[config.mk]
export PLATFORM = sky130hd
export DESIGN_NAME = ifu_fetch_q_flat
export DESIGN_NICKNAME = d
export VERILOG_FILES = /design/src/rtl/ifu_pkg.sv /design/src/rtl/ifu_fetch_q_if.sv /design/src/rtl/ifu_sync_fifo.sv /design/src/rtl/ifu_fetch_q.sv /design/src/flat_wrapper.sv
export SDC_FILE = /design/constraint.sdc
export NUM_CORES = 1
export LEC_CHECK = 0
export CAP_MARGIN = 40
export CORE_MARGIN = 4
export CORE_UTILIZATION = 45
export CTS_BUF_LIST = sky130_fd_sc_hd__clkbuf_4
export DETAILED_ROUTE_END_ITERATION = 8
export GPL_ROUTABILITY_DRIVEN = 0
export PLACE_DENSITY = 0.67
export REMOVE_ABC_BUFFERS = 1
export SYNTH_ARGS = -nofsm -noshare
export SYNTH_HDL_FRONTEND = slang
export SYNTH_SLANG_ARGS = --single-unit
export TNS_END_PERCENT = 10
[constraint.sdc]
create_clock -name clk_i -period 7.02 [get_ports clk_i]
set_input_delay 0.702 -clock clk_i [delete_from_list [all_inputs] [get_ports clk_i]]
set_output_delay 0.702 -clock clk_i [all_outputs]
set_load 0.01 [all_outputs]
[src/rtl/ifu_pkg.sv]
// Shared types and constants for the instruction fetch unit.
package ifu_pkg;

    localparam int ILEN = 32;
    localparam logic [ILEN-1:0] INSTR_NOP = 32'h0000_0013;

    // FSM encoding of the fetch unit; HALT is only reachable when the
    // misaligned-redirect exception feature is built in.
    typedef enum logic [1:0] {
        RUN   = 2'd0,
        FLUSH = 2'd1,
        HALT  = 2'd2
    } fetch_state_e;

    // One buffered fetch result at the default 32-bit PC width.
    typedef struct packed {
        logic [31:0]     pc;
        logic [ILEN-1:0] instr;
    } fetch_entry_t;

endpackage

[src/rtl/ifu_fetch_q_if.sv]
// Bus bundle of the fetch unit: instruction-memory req/gnt/rvalid channel
// plus the valid/ready fetch channel towards decode.
// Optional macro IFU_MISALIGN_EXC_EN adds the fetch_misalign_o flag.
interface ifu_fetch_q_if
    import ifu_pkg::*;
#(
    parameter int XLEN = 32
);
    logic            imem_req_o;
    logic [XLEN-1:0] imem_addr_o;
    logic            imem_gnt_i;
    logic            imem_rvalid_i;
    logic [ILEN-1:0] imem_rdata_i;
    logic            fetch_valid_o;
    logic [XLEN-1:0] fetch_pc_o;
    logic [ILEN-1:0] fetch_instr_o;
    logic            fetch_ready_i;
`ifdef IFU_MISALIGN_EXC_EN
    logic            fetch_misalign_o;
`endif

    modport master (
        output imem_req_o,
        output imem_addr_o,
        input  imem_gnt_i,
        input  imem_rvalid_i,
        input  imem_rdata_i,
        output fetch_valid_o,
        output fetch_pc_o,
        output fetch_instr_o,
        input  fetch_ready_i
`ifdef IFU_MISALIGN_EXC_EN
        ,
        output fetch_misalign_o
`endif
    );

    modport slave (
        input  imem_req_o,
        input  imem_addr_o,
        output imem_gnt_i,
        output imem_rvalid_i,
        output imem_rdata_i,
        input  fetch_valid_o,
        input  fetch_pc_o,
        input  fetch_instr_o,
        output fetch_ready_i
`ifdef IFU_MISALIGN_EXC_EN
        ,
        input  fetch_misalign_o
`endif
    );

endinterface

[src/rtl/ifu_sync_fifo.sv]
// Synchronous FIFO with registered storage, occupancy count, flush, and
// push+pop in the same cycle at any occupancy (including full).
// DEPTH must be a power of two so the pointers wrap naturally.
module ifu_sync_fifo #(
    parameter int WIDTH = 64,
    parameter int DEPTH = 4
) (
    input  logic                       clk,
    input  logic                       rst,
    input  logic                       flush,
    input  logic                       push,
    input  logic [WIDTH-1:0]           push_data,
    input  logic                       pop,
    output logic [WIDTH-1:0]           head_data,
    output logic                       valid,
    output logic [$clog2(DEPTH+1)-1:0] count
);
    localparam int AW = $clog2(DEPTH);
    localparam int CW = $clog2(DEPTH+1);

    logic [WIDTH-1:0] mem [DEPTH];
    logic [AW-1:0]    wr_ptr;
    logic [AW-1:0]    rd_ptr;
    logic [CW-1:0]    count_q;

    // Pointer and occupancy bookkeeping; flush empties the queue at once.
    always_ff @(posedge clk) begin
        if (rst || flush) begin
            wr_ptr  <= '0;
            rd_ptr  <= '0;
            count_q <= '0;
        end else begin
            if (push) wr_ptr <= wr_ptr + AW'(1);
            if (pop)  rd_ptr <= rd_ptr + AW'(1);
            case ({push, pop})
                2'b10:   count_q <= count_q + CW'(1);
                2'b01:   count_q <= count_q - CW'(1);
                default: count_q <= count_q;
            endcase
        end
    end

    // Entry storage; contents are don't-care until marked valid by count.
    always_ff @(posedge clk) begin
        if (push && !flush) mem[wr_ptr] <= push_data;
    end

    assign head_data = mem[rd_ptr];
    assign valid     = (count_q != '0);
    assign count     = count_q;

endmodule

[src/rtl/ifu_fetch_q.sv]
// Decoupled instruction fetch unit: owns the PC, issues in-order imem
// requests under a credit limit, buffers responses with their PCs and
// hands them to decode. A redirect flushes the buffer and discards the
// responses that are still in flight.
// Optional macro IFU_MISALIGN_EXC_EN: a misaligned redirect target halts
// fetch and raises fetch_misalign_o until the next aligned redirect.
module ifu_fetch_q
    import ifu_pkg::*;
#(
    parameter int              XLEN            = 32,
    parameter int              DEPTH           = 4,
    parameter int              MAX_OUTSTANDING = 2,
    parameter logic [XLEN-1:0] RESET_PC        = '0
) (
    input  logic            clk_i,
    input  logic            rst_i,
    input  logic            redirect_i,
    input  logic [XLEN-1:0] redirect_pc_i,
    ifu_fetch_q_if.master   bus
);
    localparam int CW = $clog2(DEPTH+1);
    localparam int OW = $clog2(MAX_OUTSTANDING+1);
    localparam int EW = XLEN + ILEN;

    localparam logic [1:0] ST_RUN   = RUN;
    localparam logic [1:0] ST_FLUSH = FLUSH;
`ifdef IFU_MISALIGN_EXC_EN
    localparam logic [1:0] ST_HALT  = HALT;
`endif

    function automatic logic [XLEN-1:0] next_word(input logic [XLEN-1:0] a);
        return a + XLEN'(4);
    endfunction

    logic [XLEN-1:0] pc_q;
    logic [XLEN-1:0] resp_pc_q;
    logic [OW-1:0]   outstanding_q;
    logic [OW-1:0]   out_next;
    logic [OW-1:0]   drop_cnt_q;
    logic [1:0]      state_q;
    logic [1:0]      redirect_state;

    logic [CW-1:0]   fifo_count;
    logic            fifo_valid;
    logic [EW-1:0]   head_data;
    logic [EW-1:0]   push_data;

    logic            halted;
    logic            req;
    logic            req_fire;
    logic            drop;
    logic            push;
    logic            pop;
    logic [XLEN-1:0] target_pc;

`ifdef IFU_MISALIGN_EXC_EN
    logic            target_misaligned;
    assign target_pc         = redirect_pc_i;
    assign target_misaligned = (redirect_pc_i[1:0] != 2'b00);
    assign halted            = (state_q == ST_HALT);
`else
    logic            unused_low_bits;
    assign target_pc       = {redirect_pc_i[XLEN-1:2], 2'b00};
    assign unused_low_bits = ^redirect_pc_i[1:0];
    assign halted          = 1'b0;
`endif

    // A request needs a free outstanding slot and a FIFO credit covering
    // every word already buffered or still on its way back.
    assign req = !rst_i && !redirect_i && !halted
              && (int'(outstanding_q) < MAX_OUTSTANDING)
              && ((int'(fifo_count) + int'(outstanding_q)) < DEPTH);
    assign req_fire = req && bus.imem_gnt_i;

    // Responses are stale when a flush is pending or one starts this cycle.
    assign drop = bus.imem_rvalid_i && (redirect_i || (drop_cnt_q != '0));
    assign push = bus.imem_rvalid_i && !drop;
    assign pop  = fifo_valid && bus.fetch_ready_i && !redirect_i;

    assign push_data = {resp_pc_q, bus.imem_rdata_i};

    // In-flight count after this cycle's grant and response.
    always_comb begin
        out_next = outstanding_q;
        if (req_fire)          out_next = out_next + OW'(1);
        if (bus.imem_rvalid_i) out_next = out_next - OW'(1);
    end

    // State entered on a redirect: drain stale responses first if any.
    always_comb begin
        redirect_state = (out_next != '0) ? ST_FLUSH : ST_RUN;
`ifdef IFU_MISALIGN_EXC_EN
        if (target_misaligned) redirect_state = ST_HALT;
`endif
    end

    // PC, response-PC, credit counters and the RUN/FLUSH/HALT state.
    always_ff @(posedge clk_i) begin
        if (rst_i) begin
            pc_q          <= RESET_PC;
            resp_pc_q     <= RESET_PC;
            outstanding_q <= '0;
            drop_cnt_q    <= '0;
            state_q       <= ST_RUN;
        end else begin
            outstanding_q <= out_next;
            if (redirect_i) begin
                pc_q       <= target_pc;
                resp_pc_q  <= target_pc;
                drop_cnt_q <= out_next;
                state_q    <= redirect_state;
            end else begin
                if (req_fire) pc_q      <= next_word(pc_q);
                if (push)     resp_pc_q <= next_word(resp_pc_q);
                if (drop)     drop_cnt_q <= drop_cnt_q - OW'(1);
                if ((state_q == ST_FLUSH) && drop && (drop_cnt_q == OW'(1)))
                    state_q <= ST_RUN;
            end
        end
    end

    ifu_sync_fifo #(
        .WIDTH (EW),
        .DEPTH (DEPTH)
    ) u_fifo (
        .clk       (clk_i),
        .rst       (rst_i),
        .flush     (redirect_i),
        .push      (push),
        .push_data (push_data),
        .pop       (pop),
        .head_data (head_data),
        .valid     (fifo_valid),
        .count     (fifo_count)
    );

    assign bus.imem_req_o    = req;
    assign bus.imem_addr_o   = pc_q;
    assign bus.fetch_valid_o = fifo_valid;
    assign bus.fetch_pc_o    = halted ? pc_q : head_data[EW-1:ILEN];
    assign bus.fetch_instr_o = fifo_valid ? head_data[ILEN-1:0] : INSTR_NOP;
`ifdef IFU_MISALIGN_EXC_EN
    assign bus.fetch_misalign_o = halted;
`endif

endmodule

[src/flat_wrapper.sv]
// flat-port wrapper written by rule: the top's interface ports become plain ports
module ifu_fetch_q_flat import ifu_pkg::*;
#(
    parameter int              XLEN            = 32,
    parameter int              DEPTH           = 4,
    parameter int              MAX_OUTSTANDING = 2,
    parameter logic [XLEN-1:0] RESET_PC        = '0
)
  (clk_i, rst_i, redirect_i, redirect_pc_i, bus_imem_req_o, bus_imem_addr_o, bus_imem_gnt_i, bus_imem_rvalid_i, bus_imem_rdata_i, bus_fetch_valid_o, bus_fetch_pc_o, bus_fetch_instr_o, bus_fetch_ready_i);
  ifu_fetch_q_if #(.XLEN(XLEN)) bus_i ();
  input  logic clk_i;
  input  logic rst_i;
  input  logic redirect_i;
  input  logic [XLEN-1:0] redirect_pc_i;
  output wire logic [$bits(bus_i.imem_req_o)-1:0] bus_imem_req_o;
  output wire logic [$bits(bus_i.imem_addr_o)-1:0] bus_imem_addr_o;
  input wire logic [$bits(bus_i.imem_gnt_i)-1:0] bus_imem_gnt_i;
  input wire logic [$bits(bus_i.imem_rvalid_i)-1:0] bus_imem_rvalid_i;
  input wire logic [$bits(bus_i.imem_rdata_i)-1:0] bus_imem_rdata_i;
  output wire logic [$bits(bus_i.fetch_valid_o)-1:0] bus_fetch_valid_o;
  output wire logic [$bits(bus_i.fetch_pc_o)-1:0] bus_fetch_pc_o;
  output wire logic [$bits(bus_i.fetch_instr_o)-1:0] bus_fetch_instr_o;
  input wire logic [$bits(bus_i.fetch_ready_i)-1:0] bus_fetch_ready_i;
  assign bus_imem_req_o = bus_i.imem_req_o;
  assign bus_imem_addr_o = bus_i.imem_addr_o;
  assign bus_i.imem_gnt_i = bus_imem_gnt_i;
  assign bus_i.imem_rvalid_i = bus_imem_rvalid_i;
  assign bus_i.imem_rdata_i = bus_imem_rdata_i;
  assign bus_fetch_valid_o = bus_i.fetch_valid_o;
  assign bus_fetch_pc_o = bus_i.fetch_pc_o;
  assign bus_fetch_instr_o = bus_i.fetch_instr_o;
  assign bus_i.fetch_ready_i = bus_fetch_ready_i;
  ifu_fetch_q #(.XLEN(XLEN), .DEPTH(DEPTH), .MAX_OUTSTANDING(MAX_OUTSTANDING), .RESET_PC(RESET_PC)) u_core (.clk_i(clk_i), .rst_i(rst_i), .redirect_i(redirect_i), .redirect_pc_i(redirect_pc_i), .bus(bus_i));
endmodule
Word level (Yosys, flattened, before mapping)
Memories as Yosys holds them, arrays and structs flattened. A register that Yosys moved wholly into a read port is not among the register bits.
Cells that the tools add are included.

storage, ports and cells
  output and inout port bits = 98
  RAM bits = 256
  word-level logic and storage cells = 59
  register bits after elaboration = 75
  memories = 1
  input port bits = 70

operators by class
  add/subtract/negate cells = 10
  multiplexer cells = 14
  equal/unequal tests = 2
  reductions and logical operators = 21
  magnitude comparators = 2

memories
  name               words  bits a word  rd ports  clocked after memory_dff  wr ports  line                 source
  u_core.u_fifo.mem  4      64           1         1                         1         ifu_sync_fifo.sv:21  logic [WIDTH-1:0] mem [DEPTH];

operator list
  operator                 number
  $mux W32                 5
  $add A32 B3 Y32 const B  2
  $lt A32 B4 Y1 const B    1
  $mux W2                  6
  $reduce_bool A2 Y1       5
  $logic_and A1 B1 Y1      9
  $add A2 B1 Y2 const B    3
  $pmux W3 S2              1
  $add A3 B2 Y4            1
  $sub A2 B1 Y2 const B    2
  $add A3 B1 Y3 const B    1
  $logic_not A1 Y1         3
  $reduce_bool A3 Y1       1
  $sub A3 B1 Y3 const B    1
  $eq A2 B1 Y1 const B     1
  $eq A2 B2 Y1 const B     1
  $logic_or A1 B1 Y1       2
  $lt A2 B2 Y1 const B     1
  $mux W1                  2
  $reduce_or A2 Y1         1

Depth between registers and ports, before layout
Gate-level depths: netlist (run 1).

  word-level depth = 9
  mapped depth = 11
  mapped depth without buffers = 11

Cells and area by module
A second synthesis (run 1) with hierarchy kept.

unflattened totals
  cells, all modules = 869
  area, all modules = 13543.0 um^2

by module, submodules not included
  module         cells an instance  area an instance (um^2)  seq. area each (um^2)  times used
  ifu_sync_fifo  382                9749.4                   7867.5                 1
  ifu_fetch_q    487                3793.6                   1281.2                 1

Worst setup path before layout (run 1)
No wires, ideal clock.

  kind = in2reg
  start = input port bus_imem_rvalid_i
  end = memory u_core.u_fifo.mem[0][0], enable pin
  required time = 6.593 ns
  arrival time = 2.806 ns
  buffers on the path = 1
  setup slack = 3.787 ns
  library setup time = 0.427 ns
  cell stages on the path = 4
  cells stage by stage = clkbuf_1 > nand2_1 > nor2_1 > and2_1

on the way
  cells in the longest elaborated chain, start to end = 6

ends and longest elaborated chain
  item                             line                 source
  from (decl)                      flat_wrapper.sv:18   input wire logic [$bits(bus_i.imem_rvalid_i)-1:0] bus_imem_rvalid_i;
  $logic_and A1 B1 Y1              ifu_fetch_q.sv:76    assign drop = bus.imem_rvalid_i && (redirect_i || (drop_cnt_q != '0));
  $logic_not A1 Y1                 ifu_fetch_q.sv:77    assign push = bus.imem_rvalid_i && !drop;
  $logic_and A1 B1 Y1 *            ifu_fetch_q.sv:77
  $logic_and A1 B1 Y1 *            ifu_sync_fifo.sv:45  if (push && !flush) mem[wr_ptr] <= push_data;
  $mux W1 *                        ifu_sync_fifo.sv:45
  $mux W1 (not written as such) *  ifu_sync_fifo.sv:45
  to (decl)                        ifu_sync_fifo.sv:21

Mark *: on every way between the ends. The rest lies on a longest branch, timed or not.

==> results of run 1 <==
cell families after synthesis:
kind of cell | share of synthesized area
AO/OA/AOI/OAI | 0.0516
XOR/XNOR | 0.0308
adder cells (fa/ha/maj) | 0.0101
buffers and inverters | 0.0236
flip-flops | 0.681
multiplexers | 0.112
other | 0.000287
AND/OR/NAND/NOR | 0.0906
cells in the final DEF, fill, tap and decap left out, types with 6 or more instances in the layout:
cell type	instances
and4_1	10
nand4_1	18
nand3_1	22
a31oi_1	12
dfxtp_1	71
o211ai_1	6
nor4_1	11
clkbuf_4	114
or3_1	12
ha_1	9
o21ai_0	7
edfxtp_1	248
inv_1	26
nand2_1	43
xor2_1	23
a21oi_1	35
xnor2_1	23
buf_4	6
a21boi_0	17
clkinv_2	6
mux4_2	62
clkdlybuf4s50_1	160
clkinv_1	23
nor3_1	10
nor2_1	37
nor2b_1	30
a211oi_1	15
power by group:
part / switching, mW / internal [mW]
registers: 0.0498 / 2.10
logic: 0.125 / 0.139
clock network: 0.726 / 0.758
total: 0.900 / 3.00
stage by stage:
step | util | hold WS, ns | setup slack (ns) | total power, mW
after floorplan | - | 0.469 | 2.72 | 2.30
after global placement | 0.524 | 0.488 | 3.37 | 2.45
after detailed placement | 0.529 | 0.503 | 3.38 | 2.46
after CTS | 0.564 | 0.511 | 2.63 | 3.96
after global routing | 0.564 | 0.541 | 2.50 | 4.10
final | 0.564 | 0.506 | 2.83 | 3.90
worst paths after layout:
kind | from | end | slack (ns) | depth (start not counted)
worst min register to register | u_core.u_fifo.wr_ptr[1] | u_core.u_fifo.wr_ptr[1] | 0.51 | 2
worst max register to register | u_core.u_fifo.count[1] | u_core.bus.imem_addr_o[28] | 4.49 | 6
worst min-delay path | u_core.u_fifo.wr_ptr[1] | u_core.u_fifo.wr_ptr[1] | 0.51 | 2
worst max-delay path | flop | bus_fetch_instr_o[1] | 2.83 | 4
state kept, by name, indices dropped and copies added, names as in the netlist, named ones only:
name	cells
u_core.u_fifo.count	3
u_core.bus.imem_addr_o	30
u_core.drop_cnt_q	2
u_core.u_fifo.rd_ptr	2
u_core.resp_pc_q	30
u_core.outstanding_q	2
u_core.u_fifo.mem	248
u_core.u_fifo.wr_ptr	2
worst max-delay path, stage by stage (launching register included):
cell	delay, ns
dfxtp_4	0.88
buf_4	0.57
mux4_2	0.57
or2_2	0.28
clkdlybuf4s50_1	0.48
routing by layer:
| layer | up-vias | part of all wire |
|---|---|---|
| met5 | - | 0 |
| met4 | 0 | 0.013 |
| met3 | 27 | 0.069 |
| met2 | 272 | 0.47 |
| met1 | 3946 | 0.45 |
| li1 | 3747 | - |
area by class of cell:
cell class	instances	area [um^2]
sequential	321	8920
clock buffer	114	856
clock inverter	34	150
fill	2410	12500
tap	384	480
inverter	27	101
timing repair buffer	172	1790
multi-input combinational	456	3900
antenna	2	5.00
==> reports/qor.yml, run 1 <==
hpwl_um: 17500
finalHoldViolations: 0
postCtsResizedCells: 0
grt_pass1_wl_um: 44200
final_antenna_net_count: 0
port_buffers: 161
worst-path-max-fanout: 38
synth_top_area_share: 0.569
root_buffer: "clkbuf_4"
routed_wirelength_um: 28000
crit_path_end_kind: "primary output"
setup_viol: 0
synth.distinct_cells: 48
cts_buffers: 84
die_y_um: 179
async_reset_ff_frac: 0
grtUsageMet2: 0.273
drt_first_iter_violations: 531
cp.arrival_ns: 3.49
clockBufferDepth: 3
grt_usage: 0.177
maxSlewViolCount: 0
place_area_um2: 15200
worst_ir_drop_vdd_v: 0.0000901
grt_max_degree: 57
tightest_slew_ns: 0.802
synthToLayoutAreaGrowth_pct: 23.7
powerDensity_nw_per_um2: 241
wire_per_inst_um: 18.6
synth_top_cell_by_area: "edfxtp_1"
antenna_found_initial: 1
synth_commonest_cells: "edfxtp_1, dfxtp_1, mux4_2"
status: "finished, final reports clean"
cts_num_sinks: 321
crit_required_ns: 6.32
gr-total-overflow: 0
synth_cells: 849
path_class: "reg2out"
rsz0062_at_grt: "false"
ys_ff_latch: 321
htree_num_levels: 3
dp_cells: 1360
busiest_layer: "met2"
dieArea_um2: 31900
stdcell_count: 1510
fin_area_um2: 16200
placeableCoreArea_um2: 28700
fin_crit_ns: 4.19
finalNetCount: 1142
drtPass1Iterations: 5
synth_ff_type: "edfxtp_1"
cts_tree: "built"
first_global_vias: 8226
io_pins: 168
synth_edf_count: 248
p_leak_nw: 5.23
final_layout_size_suffix_gt1_frac: 0.192
maxCapViolations: 0
max_clock_freq_mhz: 239
die_w_um: 179
startpoint_type: "flop"
hold_path.class: "reg2reg"
syn-cell-area_um2: 13100
hold_buffers: 0
clkLatencyLatePin_ns: 0.69
cts_setup_buffers: 0
tns_ns: 0
drc: 0
synth_most_common_cell: "edfxtp_1"
synth.avg_cell_area_um2: 15.4
fin_skew_ns: 0.0554
grt_use_met3: 0.0487
met1_usage: 0.246
viasPerCell: 5.29
period_share: 0.597
rows: 62
relSlewSlack: 0.466
ys_seq_area_frac: 0.681
start_util: 0.456
synth.area.top_cells: "edfxtp_1, dfxtp_1, mux4_2"
cts.clk_slew.worst_paths_ns: 0.06
yosysWarnings: 0
num_vias: 7992
(Power assumes the default switching activity.)
==> run 2: changes to the inputs <==
--- a/config.mk
+++ b/config.mk
@@ -11,7 +11,7 @@
 export CTS_BUF_LIST = sky130_fd_sc_hd__clkbuf_4
 export DETAILED_ROUTE_END_ITERATION = 8
 export GPL_ROUTABILITY_DRIVEN = 0
-export PLACE_DENSITY = 0.67
+export PLACE_DENSITY = 0.7
 export REMOVE_ABC_BUFFERS = 1
 export SYNTH_ARGS = -nofsm -noshare
 export SYNTH_HDL_FRONTEND = slang
==> constraint.sdc (replaced) <==
create_clock -name clk_i -period 3.8 [get_ports clk_i]
set_input_delay 0.38 -clock clk_i [delete_from_list [all_inputs] [get_ports clk_i]]
set_output_delay 0.38 -clock clk_i [all_outputs]
set_load 0.01 [all_outputs]
==> run 2 against run 1 <==
Power up 90%. Via count about the same. Hold slack worse by 0.34 ns. Die area unchanged. Clock power up 98%. Non-clock buffer count up 7. Clock skew down 0.025 ns. Cell count up 0.40%. Critical path depth unchanged. Largest cell class unchanged.
==> reports/qor.yml, run 2 (synthesized netlist as in run 1, its figures left out) <==
cts_tree: "built"
start_util: 0.456  # unchanged
routed_wirelength_um: 27800  # -0.73%
maxCapViolations: 0  # unchanged
cts_num_sinks: 321  # unchanged
die_y_um: 179  # unchanged
finalNetCount: 1148  # +0.53%
rr_endpoint: "u_core.bus.imem_addr_o[24]"
grt_max_degree: 56  # -1.8%
setup_viol: 0  # unchanged
largest_register: "u_core.u_fifo.mem"
cts_setup_buffers: 0  # unchanged
p_leak_nw: 5.30  # +1.2%
postCtsResizedCells: 0  # unchanged
dieArea_um2: 31900  # unchanged
cp_cell_sequence: "buf_4 -> mux4_2 -> nor2b_1 -> clkdlybuf4s50_1"
startpoint_type: "flop"
wire_per_inst_um: 18.4  # -1.1%
final_antenna_net_count: 0  # unchanged
fin_skew_ns: 0.0304  # -0.0250 ns
hold_path.class: "in2reg"
r2r_slack_ns: 1.27  # -3.22 ns
r2r-start: "u_core.u_fifo.count[1]"
min_to: "u_core.bus.imem_addr_o[29]"
mostFrequentLayoutCells: "edfxtp_1, clkdlybuf4s50_1, clkbuf_4, dfxtp_1, mux4_2"
cts_buffers: 83  # -1.2%
crit_required_ns: 3.42  # -2.90 ns
final_layout_size_suffix_gt1_frac: 0.202  # +0.00942
path_class: "reg2out"
htree_num_levels: 3  # unchanged
drtPass1Iterations: 4  # -1
die_w_um: 179  # unchanged
port_buffers: 161  # unchanged
min_delay_path_depth: 4  # +2
grt_usage: 0.177  # -0.000307
rsz0062_at_grt: "false"
drc: 0  # unchanged
io_pins: 168  # unchanged
largest_reg_flops: 248  # unchanged
tightest_slew_ns: 0.716  # -0.0861 ns
holdWs_ns: 0.164  # -0.342 ns
place_area_um2: 15200  # +0.16%
crit_buf_inv: 2  # unchanged
worst-path-max-fanout: 27  # -29%
gr-total-overflow: 0  # unchanged
stdcell_count: 1516  # +0.40%
reg2regPathDepth: 7  # +1
finalHoldViolations: 0  # unchanged
synthToLayoutAreaGrowth_pct: 24.5
p_total_mw: 7.39  # +90%
fin_crit_ns: 3.30
worst_ir_drop_vdd_v: 0.000191  # +110%
rows: 62  # unchanged
relSlewSlack: 0.522  # +0.0564
fin_area_um2: 16300  # +0.58%
max_clock_freq_mhz: 303
layout_commonest_cell: "edfxtp_1"
cp_slowest_cell: "dfxtp_4"
hold_buffers: 0  # unchanged
cts.clk_slew.worst_paths_ns: 0.06  # about the same
crit_path_end_kind: "primary output"
min-delay-start: "rst_i"
cp.arrival_ns: 2.92  # -0.57 ns
hpwl_um: 17700  # +1.4%
placeableCoreArea_um2: 28700  # unchanged
setup_ws_ns: 0.498  # -2.33 ns
maxSlewViolCount: 0  # unchanged
clockBufferDepth: 3  # unchanged
drt_first_iter_violations: 487  # -8.3%
period_share: 0.869
crit_path_max_incr_delay_ns: 0.72  # -0.16 ns
num_vias: 7986  # -0.075%
viasPerCell: 5.27  # -0.47%
status: "finished, final reports clean"
first_global_vias: 8199  # -0.33%
dp_cells: 1367  # +0.51%
antenna_found_initial: 1  # unchanged
powerDensity_nw_per_um2: 454  # +89%
clkLatencyLatePin_ns: 0.68  # about the same
grt_pass1_wl_um: 43900  # -0.64%
crit_family: "buffers and inverters"
root_buffer: "clkbuf_4"
preCtsSetupSlack_ns: 0.928  # -2.45 ns
-- run 2: changes by cell type in the layout (fill, tap and decap cells not counted), moves of 2 or more --
cell,previous run,this run
buf_12,0,6
buf_16,5,0
buf_4,6,12
bufinv_16,0,2
clkbuf_4,114,121
clkinv_1,23,18
clkinv_2,6,3
-- run 2: how the worst max path moves through the flow --
stage                     startpoint                endpoint  cells past startpoint
after global routing            flop   bus_fetch_instr_o[28]                      4
after global placement    redirect_i  u_core.u_fifo.count[2]                      8
after detailed placement  redirect_i  u_core.u_fifo.count[2]                      8
after CTS                       flop    bus_fetch_instr_o[5]                      4
final                           flop   bus_fetch_instr_o[28]                      4
after floorplan                 flop    bus_fetch_instr_o[0]                      2
-- run 2: power by group --
part           leakage [nW]  switching, mW  internal [mW]
Clock                 0.632           1.33           1.60
Sequential             2.87         0.0912           3.88
Combinational          1.80          0.232          0.258
-- run 2: cell type report --
cell class / instances / area [um^2]
fill: 2345 / 12400
inverter: 27 / 101
clock inverter: 27 / 169
multi-input combinational: 456 / 3900
sequential: 321 / 8910
antenna: 1 / 2.50
tap: 384 / 480
clock buffer: 121 / 908
timing repair buffer: 179 / 1820
-- run 2: per-layer routing --
metal	track usage	wire (um)	up-vias
met5	0	0	-
met4	0.0556	317	0
met3	0.0430	1980	28
met2	0.276	13000	277
met1	0.247	12500	3910
li1	-	-	3771
-- run 2: through the flow --
stage               utilization  TNS (ns)
finish                    0.568         0
global route              0.568         0
CTS                       0.567         0
detailed placement        0.530         0
global placement          0.530         0
floorplan                     -     -1.57
-- run 2: worst reg2reg max path: cells and delay by family (launching register included) --
family          cells  cell delay [ns]
simple gates        4             1.48
buf+inv             1             0.24
flops               1             0.35
compound gates      1             0.17
fa+ha+maj           1             0.20
==> run 3: changes to the inputs <==
--- a/config.mk
+++ b/config.mk
@@ -6,7 +6,6 @@
 export NUM_CORES = 1
 export LEC_CHECK = 0
 export CAP_MARGIN = 40
-export CORE_MARGIN = 4
 export CORE_UTILIZATION = 45
 export CTS_BUF_LIST = sky130_fd_sc_hd__clkbuf_4
 export DETAILED_ROUTE_END_ITERATION = 8
==> run 3 against run 2 <==
Via count rose by 1.1%. Clock power fell by 5%. Fmax rose by 4.8%. Register-to-register slack improved by 0.12 ns. Sequential share of layout area rose by 0.18 points. Setup slack improved by 0.15 ns. Clock skew rose by 0.0023 ns. Hold slack got worse by 0.027 ns. Non-clock buffer count rose by 4. First-iteration DRC count rose by 0.41%. Critical path depth did not move. Global-route usage rose by 1.7 points.
==> reports/qor.yml, run 3 (synthesized netlist as in run 1, its figures left out) <==
worst_ir_drop_vdd_v: 0.000151  # -21%
crit_buf_inv: 2  # unchanged
root_buffer: "clkbuf_4"
relSlewSlack: 0.510  # -0.0117
wire_per_inst_um: 18.6  # +1.1%
rr_endpoint: "u_core.bus.imem_addr_o[30]"
htree_num_levels: 3  # unchanged
maxSlewViolCount: 0  # unchanged
die_w_um: 173  # -3.4%
placeableCoreArea_um2: 28600  # -0.27%
setup_ws_ns: 0.650  # +0.152 ns
period_share: 0.829  # -0.0399
worst-path-max-fanout: 17  # -37%
stdcell_count: 1519  # +0.20%
fill_cells: 2317  # -1.2%
grt_max_degree: 56  # unchanged
layout_commonest_cell: "edfxtp_1"
routed_wirelength_um: 28200  # +1.3%
cts_buffers: 82  # -1.2%
startpoint_type: "flop"
final_antenna_net_count: 0  # unchanged
max_clock_freq_mhz: 317  # +4.8%
postCtsResizedCells: 0  # unchanged
die_y_um: 173  # -3.4%
port_buffers: 161  # unchanged
drtPass1Iterations: 5  # +1
hold_buffers: 0  # unchanged
path_class: "reg2out"
r2r_slack_ns: 1.39  # +0.12 ns
hold_path.class: "in2reg"
grt_usage: 0.193  # +0.0166
finalNetCount: 1151  # +0.26%
largest_reg_flops: 248  # unchanged
drt_first_iter_violations: 489  # +0.41%
fin_area_um2: 16200  # -0.31%
tightest_slew_ns: 0.732  # +0.0163 ns
reg2regPathDepth: 5  # -2
gr-total-overflow: 0  # unchanged
cp.arrival_ns: 2.77  # -0.15 ns
maxCapViolations: 0  # unchanged
io_pins: 168  # unchanged
final_layout_size_suffix_gt1_frac: 0.199  # -0.00230
first_global_vias: 8129  # -0.85%
preCtsSetupSlack_ns: 0.952  # +0.0238 ns
finalHoldViolations: 0  # unchanged
antenna_found_initial: 2  # +1
tns_ns: 0  # unchanged
drc: 0  # unchanged
largest_register: "u_core.u_fifo.mem"
crit_path_max_incr_delay_ns: 0.54  # -0.18 ns
crit_family: "buffers and inverters"
fin_skew_ns: 0.0327  # +0.00232 ns
dp_cells: 1371  # +0.29%
powerDensity_nw_per_um2: 446  # -1.8%
mostFrequentLayoutCells: "edfxtp_1, clkdlybuf4s50_1, clkbuf_4, dfxtp_1, mux4_2"
clkLatencyLatePin_ns: 0.67  # about the same
cts_setup_buffers: 0  # unchanged
hpwl_um: 18100  # +2.0%
r2r-start: "u_core.bus.imem_addr_o[11]"
clockBufferDepth: 3  # unchanged
rsz0062_at_grt: "false"
min_to: "u_core.bus.imem_addr_o[29]"
dieArea_um2: 29800  # -6.6%
start_util: 0.457  # +0.00124
fin_crit_ns: 3.15  # -0.152 ns
num_vias: 8072  # +1.1%
setup_viol: 0  # unchanged
cts_tree: "built"
min_delay_path_depth: 4  # unchanged
p_leak_nw: 5.29  # -0.11%
p_total_mw: 7.24  # -2.1%
cp.depth: 4  # unchanged
status: "finished, final reports clean"
rows: 62  # unchanged
cts_num_sinks: 321  # unchanged
viasPerCell: 5.31  # +0.88%
grt_pass1_wl_um: 44700  # +1.9%
cp_cell_sequence: "buf_4 -> mux4_2 -> nor2b_1 -> clkdlybuf4s50_1"
cts.clk_slew.worst_paths_ns: 0.07  # about the same
crit_required_ns: 3.42  # about the same
cp_slowest_cell: "mux4_2"
place_area_um2: 15200  # +0.13%
crit_path_end_kind: "primary output"
min-delay-start: "rst_i"
synthToLayoutAreaGrowth_pct: 24.1
==> run 3: worst max-delay path by stage <==
stage | from | to | slack [ns]
after floorplan | flop | bus_fetch_instr_o[0] | -0.18
after global placement | bus_imem_rvalid_i | u_core.u_fifo.mem[0][63] | 0.97
after detailed placement | bus_imem_rvalid_i | u_core.u_fifo.mem[2][22] | 0.95
after CTS | flop | bus_fetch_instr_o[11] | 0.52
after global routing | flop | bus_fetch_instr_o[11] | 0.43
final | flop | bus_fetch_instr_o[11] | 0.65
==> run 3: area by class of cell <==
class                   instances  area (um^2)  share of cell area
flip-flops and latches        321         8920               0.549
multi-input cells             456         3900               0.240
repair buffers                183         1830               0.113
clock buffers                 121          908              0.0559
well taps                     384          480              0.0296
inverters                      27          101             0.00624
clock inverters                26         98.8             0.00609
diodes                          1         2.50            0.000154
==> run 3: report_power, final <==
group	internal, mW	switching [mW]	total, mW
clock	1.46	1.32	2.78
combinational	0.258	0.234	0.492
sequential	3.88	0.0906	3.97
==> run 3: per-stage QoR <==
stage / utilization / hold slack (ns)
after global routing: 0.567 / 0.164
after floorplan: - / 0.449
after detailed placement: 0.532 / 0.514
final: 0.567 / 0.137
after global placement: 0.532 / 0.483
after CTS: 0.567 / 0.0828
==> run 3: tightest hold or removal path: stages <==
cell and delay [ns]:
buf_2 0.10, nor2_1 0.07, o211ai_1 0.08, o311ai_0 0.11
==> run 3: metal layers <==
| metal | track usage | share of wire | up-vias | routed length (um) |
|---|---|---|---|---|
| met2 | 0.300 | 0.47 | 277 | 13200 |
| met4 | 0.0696 | 0.019 | 2 | 546 |
| met1 | 0.265 | 0.45 | 3978 | 12600 |
| met5 | 0 | 0.00046 | - | 13 |
| li1 | - | - | 3770 | - |
| met3 | 0.0490 | 0.065 | 45 | 1820 |
==> RTL change 1: new RTL, config.mk and constraints of run 2 <==
The package constant `ILEN` goes from 32 to 64.
--- a/src/rtl/ifu_pkg.sv
+++ b/src/rtl/ifu_pkg.sv
@@ -1,7 +1,7 @@
 // Shared types and constants for the instruction fetch unit.
 package ifu_pkg;
 
-    localparam int ILEN = 32;
+    localparam int ILEN = 64;
     localparam logic [ILEN-1:0] INSTR_NOP = 32'h0000_0013;
 
     // FSM encoding of the fetch unit; HALT is only reachable when the
Interface: changed (resized bus_fetch_instr_o and bus_imem_rdata_i); port bits go from 168 to 232. The function was not compared with the original's and may differ.
==> RTL change 1 against run 2 <==
  * Via count is 30% higher
  * Non-clock buffer count rose by 74
  * Setup slack got worse by 0.072 ns
  * Combinational power grew 27%
  * Clock skew grew 0.00098 ns
  * Power up 35%
  * Routed wire length rose by 39%
  * Register-to-register slack lost 0.13 ns
  * Area after synthesis up 38%
  * Sequential cell count rose by 128
  * Cell area rose by 38%
  * Core utilization down 0.22 points
==> RTL change 1: results (changes against run 2) <==
run status completed; first-pass GRT wire length 61100 um (+39%); number of distinct library cells after synthesis 63 (+31%); largest net degree at the start of global routing 65 (+16%); hpwl dp 24300 um (+37%); Clk Latency, worst-skew pair 0.75 ns (+0.07 ns); RR Startpoint u_core.outstanding_q[1]; TritonCTS Buffers 108 (+30%); vias per inst 5.29 (+0.39%); FILL cells 3154 (+34%); Routed WL per cell 19.6 um (+7.0%); Hold Path Sink u_core.bus.imem_addr_o[24]; Port Buffers 225 (+40%); DR pass1 iterations 5 (+1); Total GRT Usage 17.8% (+0.12 points); Synth Instances 1046 (+23%); Final #Nets 1468 (+28%); most instantiated cells after synthesis edfxtp_1 (376), mux4_2 (94), dfxtp_1 (73), and2_1 (69), nand2_1 (50); initial antenna violation count 2 (+1); crit path DAT 2.99 ns (+0.07 ns); final clock skew 0.0314 ns (+0.000980 ns); top cells by area, synth edfxtp_1 (63%), mux4_2 (12%), dfxtp_1 (8.1%); share of layout cells above drive strength 1 22.5% (+2.3 points); worst hold start redirect_pc_i[24]; CP Max Fanout 7 (-74%); r2r setup slk 1.14 ns (-0.13 ns); Peak VDD IR 0.000231 V (+21%); Slew @ Worst Pin 0.729 ns (+0.0139 ns); placed insts 1771 (+30%); Pleak 7.20 nW (+36%)
-- RTL change 1: changes by cell type in the layout (fill, tap and decap cells not counted), sizes merged, moves of 29 or more --
| cell | run 2 | this run |
|---|---|---|
| edfxtp | 248 | 376 |
| clkdlybuf4s50 | 160 | 225 |
| and2 | 9 | 69 |
| clkbuf | 121 | 157 |
| mux4 | 62 | 94 |
| nor2b | 30 | 1 |
-- RTL change 1: worst max path at each step --
stage | from | endpoint | slack, ns | depth (start not counted)
3_5_place_dp | rst_i | bus_imem_req_o | 0.93 | 6
4_1_cts | register | bus_fetch_instr_o[63] | 0.40 | 4
2_1_floorplan | register | bus_fetch_instr_o[0] | -1.47 | 2
3_3_place_gp | u_core.u_fifo.count[0] | bus_fetch_instr_o[9] | 0.87 | 5
6_report | u_core.outstanding_q[1] | bus_imem_req_o | 0.43 | 4
5_1_grt | register | bus_fetch_instr_o[63] | 0.31 | 4
-- RTL change 1: layout make-up --
cell class              count  area [sq um]  share of cell area [%]
clock inverters            40           185                   0.826
repair buffers            253          2580                    11.5
flip-flops and latches    449         12800                    56.9
diodes                      1          2.50                  0.0112
clock buffers             157          1180                    5.26
well taps                 525           657                    2.93
inverters                  17          63.8                   0.285
multi-input cells         527          4980                    22.2
-- RTL change 1: cells by family after synthesis --
kind of cell | Yosys count | share of synthesized area, %
DFF | 449 | 70.7
other | 1 | 0.0208
xor gates and xnor gates | 47 | 2.28
buffers and inverters | 73 | 1.76
muxes | 101 | 12.2
adders and majority gates | 10 | 0.736
and+or+nand+nor | 266 | 8.55
AOI/OAI and AO/OA | 99 | 3.75
-- RTL change 1: worst max-delay path: stages, from the launching register on --
cell and delay, ns:
dfxtp_1 0.50, ha_1 0.31, a311o_1 0.41, nor3_1 0.41
clkdlybuf4s50_1 0.63
-- RTL change 1: through the flow --
step                      hold slack (ns)  TNS [ns]  setup WS, ns
after floorplan                     0.445   -122.85         -1.47
after global placement              0.484         0         0.875
after detailed placement            0.502         0         0.926
after CTS                           0.153         0         0.399
after global routing                0.195         0         0.309
final                               0.232         0         0.426
-- RTL change 1: layer usage --
layer / wire length [um] / GRT usage [%]
met1: 17000 / 24.8
met2: 18200 / 27.9
met3: 2870 / 4.36
met4: 529 / 5.89
met5: 13 / 0
-- RTL change 1: report_power, final --
group	switching, W	total (W)	internal (W)
Combinational	0.000293	0.000624	0.000331
Clock	0.00182	0.00379	0.00197
Sequential	0.000100	0.00556	0.00546
==> RTL change 2: new RTL, flow settings as in run 2 <==
Without the edit above. Reset style: asynchronous (`rst_i`), changed in one clocked block.
--- a/src/rtl/ifu_fetch_q.sv
+++ b/src/rtl/ifu_fetch_q.sv
@@ -95,7 +95,7 @@
     end
 
     // PC, response-PC, credit counters and the RUN/FLUSH/HALT state.
-    always_ff @(posedge clk_i) begin
+    always_ff @(posedge clk_i or posedge rst_i) begin
         if (rst_i) begin
             pc_q          <= RESET_PC;
             resp_pc_q     <= RESET_PC;
Check against the original RTL: differs if rst_i is asserted again (counterexample within 4 cycles, from zero or initial values and one cycle with rst_i high); with rst_i held inactive, the same outputs for 4 cycles.
==> RTL change 2 against run 2 <==
  * Power increased by 5.5%
  * Critical path depth is the same
  * Count of clock-buffer cells in the layout increased by 1
  * Cell area increased by 0.71%
  * Setup slack worse by 0.0011 ns
  * Via count is 0.13% higher
  * Area after synthesis up 0.95%
  * Register-to-register slack got worse by 0.07 ns
  * Routed wire length increased by 2.6%
  * Largest cell class unchanged
  * Sequential cell count unchanged
  * Core utilization is 0.098 points higher
==> RTL change 2: results (changes against run 2) <==
TritonCTS Buffers 82 (-1.2%); Worst Hold Class in -> async; first-pass GRT wire length 44900 um (+2.2%); run status completed; asr flop ratio synth 19.9% (+20 points); worst hold slack 0.0768 ns (-0.0876 ns); sequential area share after synthesis 69.8% (+1.8 points); Peak VDD IR 0.000239 V (+25%); Final #Nets 1128 (-1.7%); RR Startpoint u_core.outstanding_q[1]; Post-Layout Cell Count 1493 (-1.5%); DR pass1 iterations 5 (+1); total placed instance area 0.0154 sq mm (+1.0%); vias per inst 5.36 (+1.7%); number of global-route vias before repair 8348 (+1.8%); Total GRT Usage 18.1% (+0.46 points); Slew @ Worst Pin 0.671 ns (-0.0446 ns); CP Max Fanout 28 (+3.7%); number of distinct library cells after synthesis 50 (+4.2%); top cells by area, synth edfxtp_1 (56%), dfrtp_1 (12%), mux4_2 (11%); largest net degree at the start of global routing 63 (+13%); worst slack, placed 0.932 ns (+0.00366 ns); P_seq 0.00415 W (+5%); Pleak 5.56 nW (+5.0%); r2r setup slk 1.20 ns (-0.07 ns); P per Cell Area 475 mW/mm^2 (+4.7%); top-area cell type share of the netlist area 56.4% (-0.53 points); placed insts 1348 (-1.4%); final wirelength 28600 um (+2.6%); reg2reg path depth 5 (-2)
-- RTL change 2: changes by cell type in the layout (fill, tap and decap cells not counted), sizes merged, moves of 13 or more --
| cell | change |
|---|---|
| dfxtp | -64 |
| o21ai | +21 |
| a21oi | -17 |
| a211oi | -13 |
| nand3 | +15 |
| dfrtp | +64 |
| a21boi | -13 |
-- RTL change 2: layer usage --
metal  track usage, %  vias up  wire [um]
li1                 -     3679          -
met1             24.1     3995      12200
met2             29.6      283      14000
met3             5.01       39       1870
met4             5.30        0        458
met5                0        -          0
-- RTL change 2: worst max-delay path by stage --
| stage | start | end | slack (ns) | cells after the start |
|---|---|---|---|---|
| floorplan | register | bus_fetch_instr_o[0] | -0.18 | 2 |
| global placement | rst_i | u_core.bus.imem_addr_o[28] | 0.98 | 5 |
| detailed placement | rst_i | u_core.bus.imem_addr_o[28] | 0.93 | 5 |
| CTS | register | bus_fetch_instr_o[24] | 0.33 | 4 |
| global route | register | bus_fetch_instr_o[5] | 0.23 | 4 |
| finish | register | bus_fetch_instr_o[24] | 0.50 | 4 |
-- RTL change 2: logic make-up (layout without fill, tap and decap cells) --
| logic type | count (synthesis) | in the layout | synth area share (%) |
|---|---|---|---|
| adder cells (fa/ha/maj) | 10 | 10 | 1.00 |
| buffers and inverters | 58 | 342 | 1.85 |
| other | 1 | 5 | 0.0284 |
| multiplexers | 72 | 72 | 11.4 |
| AND/OR/NAND/NOR | 238 | 238 | 9.45 |
| AO/OA/AOI/OAI | 80 | 80 | 3.72 |
| flip-flops | 321 | 321 | 69.8 |
| XOR/XNOR | 41 | 41 | 2.72 |
-- RTL change 2: layout make-up --
class	instances	area [sq um]
antenna	1	2.50
clock buffer	122	916
clock inverter	22	123
fill	2351	12500
inverter	18	67.6
multi-input combinational	445	3770
sequential	321	9230
tap	384	480
timing repair buffer	180	1810
